<file path="src/rtl/ascon_perm_scheduler.sv">
// ascon_perm_scheduler: control FSM sequencing the ASCON state datapath
// through INIT (load, p^a, key XOR) and stand-alone p^a / p^b calls.
// Ports: clk, rst (async active-high); cmd_valid/cmd_ready/cmd_op/sel_type
// command side; dp_load/dp_iv/dp_round_en/dp_rc/dp_key_xor datapath
// strobes; done_valid/done_ready completion handshake; busy.
// Optional macro ASCON_SCHED_ABORT_EN adds input abort, which cancels an
// operation in LOAD/ROUND/KEYX and returns to IDLE without done_valid.
module ascon_perm_scheduler #(
  parameter int ROUNDS_A = 12,
  parameter int RC_W = 8
) (
  input  logic            clk,
  input  logic            rst,
  input  logic            cmd_valid,
  output logic            cmd_ready,
  input  logic [1:0]      cmd_op,
  input  logic [1:0]      sel_type,
  output logic            dp_load,
  output logic [63:0]     dp_iv,
  output logic            dp_round_en,
  output logic [RC_W-1:0] dp_rc,
  output logic            dp_key_xor,
  output logic            done_valid,
  input  logic            done_ready,
`ifdef ASCON_SCHED_ABORT_EN
  input  logic            abort,
`endif
  output logic            busy
);

  localparam logic [2:0] S_IDLE  = 3'd0;
  localparam logic [2:0] S_LOAD  = 3'd1;
  localparam logic [2:0] S_ROUND = 3'd2;
  localparam logic [2:0] S_KEYX  = 3'd3;
  localparam logic [2:0] S_DONE  = 3'd4;

  localparam logic [1:0] OP_INIT   = 2'd0;
  localparam logic [1:0] OP_PERM_A = 2'd1;
  localparam logic [1:0] OP_PERM_B = 2'd2;
  localparam logic [1:0] OP_RSVD   = 2'd3;

  // First round index of p^a; the schedule always ends at index 11.
  localparam logic [3:0] A_START = 4'(12 - ROUNDS_A);
  localparam logic [3:0] LAST_IDX = 4'd11;

  logic [2:0] state;
  logic [2:0] state_nxt;
  logic [3:0] rnd;
  logic [1:0] op_q;
  logic [1:0] sel_q;
  logic       accept;
  logic       last_round;
  logic       keyed;
  logic       abort_hit;
  logic [7:0] rc8;

  function automatic logic [3:0] start_idx(
    input logic [1:0] op,
    input logic [1:0] sel
  );
    logic [3:0] s;
    s = A_START;
    if (op == OP_PERM_B) begin
      unique case (sel)
        2'd0:    s = 4'd6;
        2'd1:    s = 4'd4;
        default: s = 4'd0;
      endcase
    end
    return s;
  endfunction

  function automatic logic [63:0] iv_of(input logic [1:0] sel);
    logic [63:0] v;
    unique case (sel)
      2'd0:    v = 64'h80400C0600000000;
      2'd1:    v = 64'h80800C0800000000;
      2'd2:    v = 64'h00400C0000000100;
      default: v = 64'h00400C0000000000;
    endcase
    return v;
  endfunction

  assign accept     = cmd_valid && (state == S_IDLE);
  assign last_round = (rnd == LAST_IDX);
  // Only the AEAD variants carry a key to fold back in after p^a.
  assign keyed      = (op_q == OP_INIT) && !sel_q[1];

`ifdef ASCON_SCHED_ABORT_EN
  assign abort_hit = abort &&
    ((state == S_LOAD) || (state == S_ROUND) || (state == S_KEYX));
`else
  assign abort_hit = 1'b0;
`endif

  always_comb begin
    state_nxt = state;
    unique case (state)
      S_IDLE: begin
        if (accept) begin
          unique case (cmd_op)
            OP_INIT:   state_nxt = S_LOAD;
            OP_PERM_A: state_nxt = S_ROUND;
            OP_PERM_B: state_nxt = S_ROUND;
            default:   state_nxt = S_DONE;
          endcase
        end
      end
      S_LOAD:  state_nxt = S_ROUND;
      S_ROUND: begin
        if (last_round) begin
          state_nxt = keyed ? S_KEYX : S_DONE;
        end
      end
      S_KEYX:  state_nxt = S_DONE;
      S_DONE:  begin
        if (done_ready) begin
          state_nxt = S_IDLE;
        end
      end
      default: state_nxt = S_IDLE;
    endcase
    if (abort_hit) begin
      state_nxt = S_IDLE;
    end
  end

  always_ff @(posedge clk or posedge rst) begin
    if (rst) begin
      state <= S_IDLE;
      rnd   <= 4'd0;
      op_q  <= 2'd0;
      sel_q <= 2'd0;
    end else begin
      state <= state_nxt;
      if (accept) begin
        op_q  <= cmd_op;
        sel_q <= sel_type;
        rnd   <= start_idx(cmd_op, sel_type);
      end else if (state_nxt == S_IDLE) begin
        rnd <= 4'd0;
      end else if ((state == S_ROUND) && !last_round) begin
        rnd <= rnd + 4'd1;
      end
    end
  end

  // rc_i = F0 - i*0F mod 256, gated to zero outside ROUND.
  always_comb begin
    rc8 = 8'h00;
    if (state == S_ROUND) begin
      rc8 = 8'hF0 - ({4'd0, rnd} * 8'h0F);
    end
  end

  assign dp_rc       = RC_W'(rc8);
  assign dp_load     = (state == S_LOAD);
  assign dp_round_en = (state == S_ROUND);
  assign dp_key_xor  = (state == S_KEYX);
  assign done_valid  = (state == S_DONE);
  assign cmd_ready   = (state == S_IDLE);
  assign busy        = (state != S_IDLE);
  assign dp_iv       = (state == S_IDLE) ? 64'd0 : iv_of(sel_q);

  logic unused_op;
  assign unused_op = ^{op_q == OP_RSVD, op_q == OP_PERM_A};

endmodule

</file>
<file path="config.mk">
export PLATFORM = sky130hd
export DESIGN_NAME = ascon_perm_scheduler
export DESIGN_NICKNAME = d
export VERILOG_FILES = /design/src/rtl/ascon_perm_scheduler.sv
export SDC_FILE = /design/constraint.sdc
export NUM_CORES = 1
export LEC_CHECK = 0
export CAP_MARGIN = 20
export CELL_PAD_IN_SITES_DETAIL_PLACEMENT = 0
export CELL_PAD_IN_SITES_GLOBAL_PLACEMENT = 1
export CORE_ASPECT_RATIO = 1.1
export CORE_MARGIN = 2
export CORE_UTILIZATION = 27
export DETAILED_ROUTE_END_ITERATION = 8
export MAX_ROUTING_LAYER = met4
export PLACE_DENSITY = 0.79
export SYNTH_ARGS = -nofsm -noshare
export SYNTH_HDL_FRONTEND = slang
export SYNTH_SLANG_ARGS = --single-unit
</file>
<file path="constraint.sdc">
create_clock -name clk -period 3.3 [get_ports clk]
set_input_delay 0.495 -clock clk [delete_from_list [all_inputs] [get_ports clk]]
set_output_delay 0.495 -clock clk [all_outputs]
set_load 0.005 [all_outputs]
</file>
==> run summary, run 1 <==
Status -> finished, final reports clean
CP Data Arrival Time -> 2.75 ns
Post-synthesis register bit count -> 11
Core ar. -> 5730 um^2
Largest net degree at the start of global routing -> 12
Crit-path cells -> inv_2, fa_1, ha_1, inv_2, ha_4, inv_2, fa_2, nor2b_2, o21a_1, nor3_2, nor3b_2, buf_2
Vias/cell -> 3.74
CTS Sinks -> 11
Worst Path Buf+Inv -> 4
Root Buffer -> clkbuf_8
Routability-driven placement congestion ratio -> 0.789
Cts bufs inserted -> 3
Area grow syn2layout -> 18.6%
H-tree levels -> 1
Worst Setup Path Type -> reg -> out
Largest area contributor in the synthesized netlist -> buf_4
I/O pin count -> 86
Worst-path clk slew -> 0.05 ns
DR pass1 iterations -> 4
Top-area cell type share of the netlist area -> 27.8%
Tcrit/Tclk final -> 98.2%
Count of cell types in the netlist -> 31
Sequential share of the synthesized area -> 17.3%
Hold_ws -> 0.481 ns
Flop pwr share -> 11.1%
IO Port Bufs -> 30
Pre-CTS setup slack -> -0.279 ns
Internal power -> 1.26 mW
Worst setup margin -> 0.0579 ns
Final nets -> 269
CTS tree -> done
Sw Share -> 41.7%
Antenna-violating nets left -> 0
PD cells -> 1150 nW/um^2
Commonest non-fill, non-tap cells in the layout -> conb_1 (55), clkdlybuf4s50_1 (26), ha_1 (22)
Total of max-cap violations -> 0
Slowest stage delay, CP -> 0.42 ns
Die X -> 77.2 um
Global-route wire length before repair -> 4.42 mm
DRC -> 0
Post-synth EDFFs -> 0
Initial antenna violation count -> 0
Die area -> 6520 um^2
Routed length per instance -> 9.03 um
Crit path max-delay family -> adder cells
Longest Clk Path Bufs -> 2
Vias in the first global route -> 976
CP most frequent cell -> inv_2
Post-DP HPWL -> 2.36 mm
Maximum vdd ir drop -> 0.000571 V
Initial DRC count -> 19
Synthesized area per cell -> 8.12 um^2
Slowest CP cell -> fa_1
Pins Over Slew Limit -> 0
Commonest non-fill, non-tap cell in the layout -> conb_1
Final WL -> 2.81 mm
Async SR Flop Fraction -> 100%
Area contributors post-synth -> buf_4 (28%), ha_1 (19%), dfrtp_1 (17%)
Setup-failing EPs final -> 0
Synth warn -> 0
# fillers -> 638
Crit end category -> output port
Via count -> 1162
Final Skew -> 0.00634 ns
# diodes -> 0
Share of cells above drive strength 1 -> 12.0%
Crit path max fanout -> 2
Overflow after GRT -> 0
Clock Latency Late Sink -> 0.24 ns
Slew @ Worst Pin -> 0.566 ns
Synthesized cell area -> 1590 um^2
Req. time, crit path -> 2.80 ns
NetSw -> 0.903 mW
Leak Pwr -> 0.978 nW
Clk pwr share -> 6.3%
Fin crit period -> 3.24 ns
RSZ-0062 raised after global routing -> yes
F_max -> 308 MHz
Syn Inst Count -> 196
Site Rows -> 29
Starting Density -> 27.8%
Combinational share of power -> 82.6%
Ys flop type -> dfrtp_1
GRT Total Usage -> 8.48%
Max_slew headroom -> 61.8%
Min-delay worst type -> reg -> reg
CP startpoint kind -> flip-flop
Die boundary height -> 84.5 um
Final Hold Fails -> 0
metal layers:
metal  global-route usage [%]  vias up  share of wire (%)
met2                     14.8       45                 50
met5                        -        -                  0
li1                         -      584                  -
met1                     9.74      528                 42
met3                     1.18        5                5.8
met4                     3.41        0                1.6
sequential cells by signal, indices dropped and copies added (netlist names):
signal / count
state: 3
rnd: 4
sel_q: 2
op_q: 2
stage by stage:
stage	instances	cell area [um^2]	setup TNS, ns	util, %	total power, mW
final	311	1890	0	32.9	2.17
after CTS	310	1850	0	32.2	2.08
after floorplan	250	1790	0	-	1.25
after detailed placement	305	1800	-0.381	31.3	1.96
after global routing	311	1890	-0.0714	32.9	2.42
after global placement	305	1800	-0.277	31.3	1.93
Yosys cell counts, types with 3 or more instances:
master / number
ha_1: 24
nor3b_1: 3
o21ai_0: 9
nor3_1: 5
nor2_1: 11
nor2b_1: 5
inv_1: 22
nand2_1: 12
and2_1: 4
dfrtp_1: 11
a21oi_1: 4
xnor2_1: 6
buf_4: 59
what timing repair did:
item                       4_1_cts  5_1_grt
resized for setup               15        7
hold buffers                     0        0
setup endpoints to repair        4        2
buffers inserted                 1        1
pin swaps                        3        9
hold endpoints to repair         0        0
worst paths after layout:
path                                           from                  end  slack, ns  cells past startpoint
worst min register to register  op_q[0]$_DFFE_PP0N_  op_q[0]$_DFFE_PP0N_       0.48                      2
min in group asynchronous                       rst   rnd[3]$_DFFE_PP0P_       0.57                      2
worst min-delay path            op_q[0]$_DFFE_PP0N_  op_q[0]$_DFFE_PP0N_       0.48                      2
worst max-delay path             rnd[2]$_DFFE_PP0P_             dp_rc[6]       0.06                     12
worst max register to register   state[0]$_DFF_PP0_   rnd[2]$_DFFE_PP0P_       1.43                      4
max in group asynchronous                       rst   state[2]$_DFF_PP0_       2.43                      2
worst min-delay path, cell delays in order (launching register included):
cell     delay, ns
dfrtp_1       0.34
nand2_1       0.05
o21ai_0       0.06
power by group through the flow:
stage               sequential, mW  combinational [mW]  clock, mW
global placement             0.239                1.69          0
global route                 0.250                2.03      0.145
floorplan                    0.238                1.01          0
CTS                          0.241                1.70      0.137
detailed placement           0.241                1.72          0
finish                       0.240                1.79      0.137
logic make-up (layout without fill, tap and decap cells):
logic type	count (synthesis)	in the layout	synth area share (%)
buf+inv	82	66	33.7
other cells	1	55	0.236
fa+ha+maj	26	26	21.4
flops	11	11	17.3
compound gates	20	20	7.63
xor+xnor	8	8	4.40
simple gates	48	48	15.3
layout make-up:
class	instances	area (um^2)	area share [%]
Multi-Input combinational cell	157	1030	54.3
Timing Repair Buffer	40	363	19.2
Sequential cell	11	275	14.6
Tap cell	77	96.3	5.10
Inverter	22	82.6	4.37
Clock buffer	4	45.0	2.39
Power figures use the tool's default switching activity.
==> run 2, diff against run 1 <==
Settings changed: SLEW_MARGIN from default to 15.
==> results of run 2 <==
The final DEF is identical to that of run 1; final timing and power are the same.
==> run 3, diff against run 2 <==
Settings changed: TNS_END_PERCENT from default to 20.
==> run 3 against run 2 <==
  * Total power fell by 1.4%
  * First-iteration DRC count is 5.3% higher
  * Global-route usage unchanged
  * Clock power about the same
  * Maximum frequency hardly changed
  * Utilization fell by 0.22 points
==> run summary, run 3 (synthesized netlist as in run 1, its figures left out) <==
Status -> finished, final reports clean (unchanged)
CP most frequent cell -> inv_2 (unchanged)
CTS Sinks -> 11 (unchanged)
Commonest non-fill, non-tap cells in the layout -> conb_1 (55), clkdlybuf4s50_1 (26), ha_1 (23) (was conb_1 (55), clkdlybuf4s50_1 (26), ha_1 (22))
Final Hold Fails -> 0 (unchanged)
Initial DRC count -> 20 (was 19)
Maximum vdd ir drop -> 0.000572 V (was 0.000571 V)
Total of max-cap violations -> 0 (unchanged)
DR pass1 iterations -> 4 (unchanged)
I/O pin count -> 86 (unchanged)
GRT Total Usage -> 8.48% (unchanged)
Req. time, crit path -> 2.80 ns (about the same)
CP Data Arrival Time -> 2.75 ns (about the same)
Pins Over Slew Limit -> 0 (unchanged)
Setup-failing EPs final -> 0 (unchanged)
Via count -> 1161 (was 1162)
Post-DP HPWL -> 2.36 mm (unchanged)
Global-route wire length before repair -> 4.42 mm (unchanged)
CTS tree -> done (unchanged)
Routability-driven placement congestion ratio -> 0.789 (unchanged)
Commonest non-fill, non-tap cell in the layout -> conb_1 (unchanged)
Tcrit/Tclk final -> 98.3% (was 98.2%)
Starting Density -> 27.8% (unchanged)
Reg2reg end -> rnd[2]$_DFFE_PP0P_ (unchanged)
Initial antenna violation count -> 0 (unchanged)
CP startpoint kind -> flip-flop (unchanged)
Final Skew -> 0.00627 ns (was 0.00634 ns)
Routed length per instance -> 9.05 um (was 9.03 um)
Largest net degree at the start of global routing -> 12 (unchanged)
Root Buffer -> clkbuf_8 (unchanged)
Overflow after GRT -> 0 (unchanged)
Min-delay worst type -> reg -> reg (unchanged)
NetSw -> 0.888 mW (was 0.903 mW)
Site Rows -> 29 (unchanged)
Hold path cells -> 2 (unchanged)
# fillers -> 642 (was 638)
DRC -> 0 (unchanged)
Worst setup path startpoint -> rnd[2]$_DFFE_PP0P_ (unchanged)
Clock Latency Late Sink -> 0.24 ns (about the same)
Share of cells above drive strength 1 -> 11.5% (was 12.0%)
Max reg flops -> 4 (unchanged)
Antenna-violating nets left -> 0 (unchanged)
Final WL -> 2.82 mm (was 2.81 mm)
# diodes -> 0 (unchanged)
PD cells -> 1140 nW/um^2 (was 1150 nW/um^2)
Crit end category -> output port (unchanged)
Worst Setup Path Type -> reg -> out (unchanged)
Worst Reg-to-Reg Cells -> 4 (unchanged)
Biggest regs -> rnd: 4 flops, state: 3 flops (unchanged)
Post-Place Cells -> 305 (unchanged)
Flop pwr share -> 11.3% (was 11.1%)
Clk pwr share -> 6.4% (was 6.3%)
Vias/cell -> 3.73 (was 3.74)
Reg with most FFs -> rnd (unchanged)
Vias in the first global route -> 976 (unchanged)
Multi-input combinational cell area -> 1010 um^2 (was 1030 um^2)
R2r setup slk -> 1.44 ns (was 1.43 ns)
Core ar. -> 5730 um^2 (unchanged)
Die boundary height -> 84.5 um (unchanged)
Slew @ Worst Pin -> 0.566 ns (unchanged)
Fin crit period -> 3.24 ns (about the same)
Setup crit end -> dp_rc[6] (unchanged)
Slowest CP cell -> fa_1 (unchanged)
Internal power -> 1.25 mW (was 1.26 mW)
RSZ-0062 raised after global routing -> yes (unchanged)
R2R Path Start -> state[0]$_DFF_PP0_ (unchanged)
Register area -> 275 um^2 (unchanged)
IO Port Bufs -> 30 (unchanged)
Cts bufs inserted -> 3 (unchanged)
F_max -> 308 MHz (about the same)
Sw Share -> 41.6% (was 41.7%)
Final Non-Filler Cells -> 311 (unchanged)
Die X -> 77.2 um (unchanged)
Max_slew headroom -> 61.8% (unchanged)
H-tree levels -> 1 (unchanged)
Slowest stage delay, CP -> 0.42 ns (about the same)
Die area -> 6520 um^2 (unchanged)
Total chip power -> 2.14 mW (was 2.17 mW)
Crit path max fanout -> 2 (unchanged)
Combinational share of power -> 82.3% (was 82.6%)
Area grow syn2layout -> 17.8% (was 18.6%)
Leak Pwr -> 0.978 nW (about the same)
Longest Clk Path Bufs -> 2 (unchanged)
Crit-path cells -> inv_2, fa_1, ha_1, inv_2, ha_4, inv_2, fa_2, nor2b_2, o21a_1, nor3_2, nor3b_2, buf_2 (unchanged)
Worst-path clk slew -> 0.05 ns (about the same)
Final nets -> 269 (unchanged)
[run 3: changes by cell type in the layout (fill, tap and decap cells not counted), sizes merged]
cell    before  now
buf         12   11
clkbuf       4    5
[run 3: critical path, delay by kind of cell, from the launching register on]
kind / cells / cell delay, ns
DFF: 1 / 0.39
buffers and inverters: 4 / 0.28
adders and majority gates: 4 / 1.34
and+or+nand+nor: 3 / 0.36
AOI/OAI and AO/OA: 1 / 0.16
[run 3: worst min-delay path by stage]
stage / slack, ns / end / start
floorplan: 0.35 / op_q[0]$_DFFE_PP0N_ / rst
global placement: 0.47 / op_q[0]$_DFFE_PP0N_ / op_q[0]$_DFFE_PP0N_
detailed placement: 0.47 / op_q[0]$_DFFE_PP0N_ / op_q[0]$_DFFE_PP0N_
CTS: 0.48 / op_q[0]$_DFFE_PP0N_ / op_q[0]$_DFFE_PP0N_
global route: 0.51 / op_q[0]$_DFFE_PP0N_ / op_q[0]$_DFFE_PP0N_
finish: 0.48 / op_q[0]$_DFFE_PP0N_ / op_q[0]$_DFFE_PP0N_
[run 3: layer usage]
layer  global-route usage (%)  share of wire, %
met1                     9.74                42
met2                     14.8                50
met3                     1.18               5.9
met4                     3.41               1.6
met5                        -                 0
[run 3: metrics by stage]
step                cell area, um^2  hold slack (ns)  TNS (ns)  setup WS, ns  util, %
detailed placement             1800            0.471    -0.381        -0.279     31.3
floorplan                      1790            0.347         0         0.185        -
finish                         1880            0.481         0        0.0577     32.7
global route                   1880            0.510   -0.0949       -0.0714     32.7
CTS                            1850            0.483   -0.0636       -0.0636     32.3
global placement               1800            0.466    -0.277        -0.204     31.3
[run 3: layout make-up]
cell class | count | share of cell area [%]
Clock buffer | 4 | 2.40
Inverter | 22 | 4.40
Multi-Input combinational cell | 157 | 54.0
Sequential cell | 11 | 14.7
Tap cell | 77 | 5.14
Timing Repair Buffer | 40 | 19.3
[run 3: timing repair]
action                                  in CTS  in global routing
pin swaps                                    3                  8
endpoints found under the setup margin       4                  2
hold buffers                                 0                  0
buffers inserted                             1                  1
gates resized for setup                     13                  7
[run 3: power by group through the flow]
stage                     clock network, mW  registers [mW]  logic (mW)
after floorplan                           0           0.238        1.01
after global placement                    0           0.239        1.69
after detailed placement                  0           0.241        1.72
after CTS                             0.137           0.241        1.72
after global routing                  0.145           0.250        1.99
final                                 0.137           0.240        1.76
==> RTL edit 1, RTL diff (flow settings as in run 2) <==
Add a define of `ASCON_SCHED_ABORT_EN`.
--- a/src/rtl/ascon_perm_scheduler.sv
+++ b/src/rtl/ascon_perm_scheduler.sv
@@ -5,6 +5,8 @@
 // strobes; done_valid/done_ready completion handshake; busy.
 // Optional macro ASCON_SCHED_ABORT_EN adds input abort, which cancels an
 // operation in LOAD/ROUND/KEYX and returns to IDLE without done_valid.
+`define ASCON_SCHED_ABORT_EN
+
 module ascon_perm_scheduler #(
   parameter int ROUNDS_A = 12,
   parameter int RC_W = 8
Interface: changed (added abort); port bits go from 86 to 87. The function was not compared with the original's and may differ.
==> RTL edit 1 against run 2 <==
Area after synthesis increased by 2.6%; register-to-register slack improved by 0.28 ns; clock skew decreased by 0.0035 ns; fmax increased by 2.4%; critical endpoint unchanged; design area increased by 0.60%; utilization decreased by 0.22 points; routed wire length decreased by 0.39%; setup slack improved by 0.075 ns; sequential cell count unchanged; critical path depth unchanged.
Power is not compared: it rests on default switching activity, and its combinational part moved more than twofold at a synthesized area within 25%.
==> RTL edit 1: results (changes against run 2) <==
[outcome]
status = finished, final reports clean

[setup_path]
arrival_ns = 2.67  ; -0.08 ns
timing.rr.start = state[0]$_DFF_PP0_
crit_start = rnd[2]$_DFFE_PP0P_
rrSetupSlack_ns = 1.71  ; +0.28 ns
slowest_delay_ns = 0.47  ; +0.05 ns

[cts]
h-tree-depth = 1  ; unchanged
path_clk_slew_ns = 0.05  ; about the same
clock_latency_ns = 0.24  ; about the same
clk_path_buf_depth = 2  ; unchanged

[cells_and_area]
stdcell_count = 308  ; -0.96%
reg_top3 = rnd (4), state (3)
drive_above_1_share_pct = 13.0  ; +1.0 points
layout.nets = 267  ; -0.74%
final_util_pct = 32.7  ; -0.22 points
filler_cell_count = 620  ; -2.8%

[sta]
skew_ns = 0.00279  ; -0.00355 ns
holdWs_ns = 0.479  ; -0.00219 ns
final.min_clock_period_ns = 3.17  ; -0.0747 ns

[min_path]
hold_path.class = reg2reg
hold_start = op_q[0]$_DFFE_PP0N_

[place]
place_area_um2 = 1820  ; +1.5%
gp_congestion = 0.796  ; +0.90%
port_buffers = 31  ; +3.3%
dpl.hpwl_um = 2360  ; about the same
post-place-ws_ns = -0.155  ; +0.124 ns
place_inst = 304  ; -0.33%

[yosys]
synthAdderAreaFrac_pct = 20.8  ; -0.54 points
ys.flop_type = dfrtp_1
yosys.area_share.xor_xnor_pct = 5.36  ; +0.96 points
synth_area_leaders = buf_4 27%, ha_1 18%, dfrtp_1 17%
avgSynthCellArea_um2 = 8.29  ; +2.1%
synth-compound-area-share_pct = 6.28  ; -1.3 points
synth_cell_type_count = 35  ; +13%
synthTopCellsByCount = 59 x buf_4, 24 x ha_1, 22 x inv_1
yosys_warnings = 0  ; unchanged
synth.yosys.seq_area_share_pct = 16.9  ; -0.44 points
synthMuxAreaShare_pct = 2.45  ; +2.5 points

[power_and_ir_drop]
leakage_nw = 0.988
internal_power_mw = 0.587
switchingPower_mw = 0.386
vdd.ir_drop.worst_v = 0.000194

[route]
wl_um = 2800  ; -0.39%
firstDrtPassIters = 4  ; unchanged
via_per_inst = 3.66  ; -2.2%

[global_route]
grt_max_degree = 12  ; unchanged
grt_pass1_wl_um = 4600  ; +4.2%
grt_pass1_vias = 1019  ; +4.4%
grt.total_usage_pct = 8.72  ; +0.24 points

RTL edit 1: changes by cell type after synthesis, sizes merged, moves of 2 or more:
cell / before / now
nor3b: 3 / 1
buf: 60 / 62
nor2: 11 / 21
o21ai: 9 / 2
nand2: 12 / 9
nor2b: 5 / 0
and2: 5 / 2
mux2: 0 / 2
RTL edit 1: final cells by class:
class,instances,share of cell area (%)
clock buffers,4,2.37
inverters,23,4.55
multi-input cells,155,55.1
flip-flops and latches,11,14.5
well taps,77,5.07
repair buffers,38,18.4
RTL edit 1: worst max-delay path: cells and delay by family, from the launching register on:
family | cells | cell delay (ns)
and+or+nand+nor | 2 | 0.20
buffers and inverters | 4 | 0.26
xor gates and xnor gates | 1 | 0.12
DFF | 1 | 0.35
adders and majority gates | 4 | 1.37
AOI/OAI and AO/OA | 1 | 0.13
RTL edit 1: final timing paths:
| path | to | cells past startpoint |
|---|---|---|
| min in group asynchronous | rnd[3]$_DFFE_PP0P_ | 2 |
| min reg2reg | op_q[0]$_DFFE_PP0N_ | 2 |
| max in group asynchronous | sel_q[0]$_DFFE_PP0N_ | 2 |
| max reg2reg | rnd[2]$_DFFE_PP0P_ | 6 |
| max | dp_rc[6] | 12 |
| min | op_q[0]$_DFFE_PP0N_ | 2 |
RTL edit 1: routing by layer:
layer / GRT usage [%] / vias to the layer above / share of wire, %
li1: - / 577 / -
met1: 9.55 / 498 / 40
met2: 16.1 / 46 / 52
met3: 1.68 / 5 / 6.5
met4: 2.39 / 0 / 1.2
met5: - / - / 0
RTL edit 1: timing repair:
action	CTS	global route
pin swaps	7	7
hold buffers	0	0
resized for setup	14	7
setup buffers	0	0
setup endpoints to repair	4	3
==> RTL edit 2, RTL diff (settings of run 2) <==
Made on the original files. Make the reset (`rst`) synchronous in one clocked block. Comments in the files are not updated.
--- a/src/rtl/ascon_perm_scheduler.sv
+++ b/src/rtl/ascon_perm_scheduler.sv
@@ -125,7 +125,7 @@
     end
   end
 
-  always_ff @(posedge clk or posedge rst) begin
+  always_ff @(posedge clk) begin
     if (rst) begin
       state <= S_IDLE;
       rnd   <= 4'd0;
Behaviour: differs if rst is asserted again (counterexample within 4 cycles, from zero or initial values and one cycle with rst high); with rst held inactive, the same outputs for 10 cycles.
==> RTL edit 2 against run 2 <==
Area after synthesis rose by 2.7%; setup slack worse by 0.038 ns; design area increased by 3.6%; synthesized cell count up 3.1%; routed wire length up 7.9%; clock skew decreased by 0.0039 ns; largest cell class unchanged; sequential cell count did not move.
Power is left out: it rests on default switching activity, and per cell area and clock period it moved more than threefold.
==> RTL edit 2: results (changes against run 2) <==
[outcome]
status = finished, final reports clean

[setup_path]
rrSetupSlack_ns = 1.41  ; -0.02 ns
cp_slowest_cell = fa_2
slowest_delay_ns = 0.46  ; +0.04 ns

[place]
place_area_um2 = 1820  ; +1.3%
gp_congestion = 0.781  ; -1.1%
place_inst = 307  ; +0.66%
post-place-ws_ns = -0.223  ; +0.0565 ns
dpl.hpwl_um = 2370  ; +0.51%

[route]
wl_met2_um = 1600  ; +14%
vias = 1222  ; +5.2%
route.met3.wl_um = 158  ; -2.5%
via_per_inst = 3.88  ; +3.8%
met1_length_um = 1260  ; +5.9%
firstDrtPassIters = 3  ; -1
routedWlPerCell_um = 9.62  ; +6.5%

[global_route]
gr-usage-met3_pct = 1.68  ; +0.50 points
grt_max_degree = 14  ; +2
grt.met1_usage_pct = 10.4  ; +0.64 points
grt.total_usage_pct = 8.93  ; +0.45 points
grt_pass1_vias = 1084  ; +11%
grt_pass1_wl_um = 4840  ; +9.5%

[yosys]
synth-compound-area-share_pct = 8.58  ; +0.95 points
ys.flop_type = dfxtp_1
async_flop_share_pct = 0  ; -100 points
synthAdderAreaFrac_pct = 20.8  ; -0.56 points
synthTopCellsByCount = 59 x buf_4, 24 x ha_1, 21 x inv_1
synth_cell_type_count = 42  ; +35%
synthCells = 202  ; +3.1%
synth_area_leaders = buf_4 27%, ha_1 18%, dfxtp_1 13%
synth.yosys.seq_area_share_pct = 13.5  ; -3.8 points
yosys.area_share.xor_xnor_pct = 3.75  ; -0.65 points

[cts]
cts-resized-gates = 17  ; +2
clock_latency_ns = 0.24  ; about the same
cts_setup_buffers = 4  ; +3

[cells_and_area]
area_growth_pct = 19.7
top_register = rnd
drive_above_1_share_pct = 17.6  ; +5.7 points
filler_cell_count = 648  ; +1.6%

[sta]
worst_pin_slew_ns = 0.522  ; -0.0448 ns
skew_ns = 0.00245  ; -0.00389 ns
fmax_ghz = 0.305  ; -1.2%
holdWs_ns = 0.500  ; +0.0190 ns

## RTL edit 2: changes by cell type in the layout (fill, tap and decap cells not counted), moves of 3 or more
cell and change:
nand2_1 -8, dfrtp_1 -11, nor3_1 +4, dfxtp_1 +9, mux2i_1 +3, o21ai_0 -7, nor2_1 +4
## RTL edit 2: final cells by class
type                       instances  area share (%)
inverter                          22            4.22
tap                               77            4.93
sequential                        11            11.4
clock buffer                       4            2.30
multi-input combinational        159            57.6
timing repair buffer              42            19.5
## RTL edit 2: path summary, 6_finish.rpt
check	end	startpoint
hold / removal	op_q[1]$_SDFFE_PP0N_	op_q[1]$_SDFFE_PP0N_
hold reg to reg	op_q[1]$_SDFFE_PP0N_	op_q[1]$_SDFFE_PP0N_
setup / recovery	dp_rc[6]	rnd[1]$_SDFFE_PP0P_
setup reg to reg	rnd[1]$_SDFFE_PP0P_	state[1]$_SDFF_PP0_
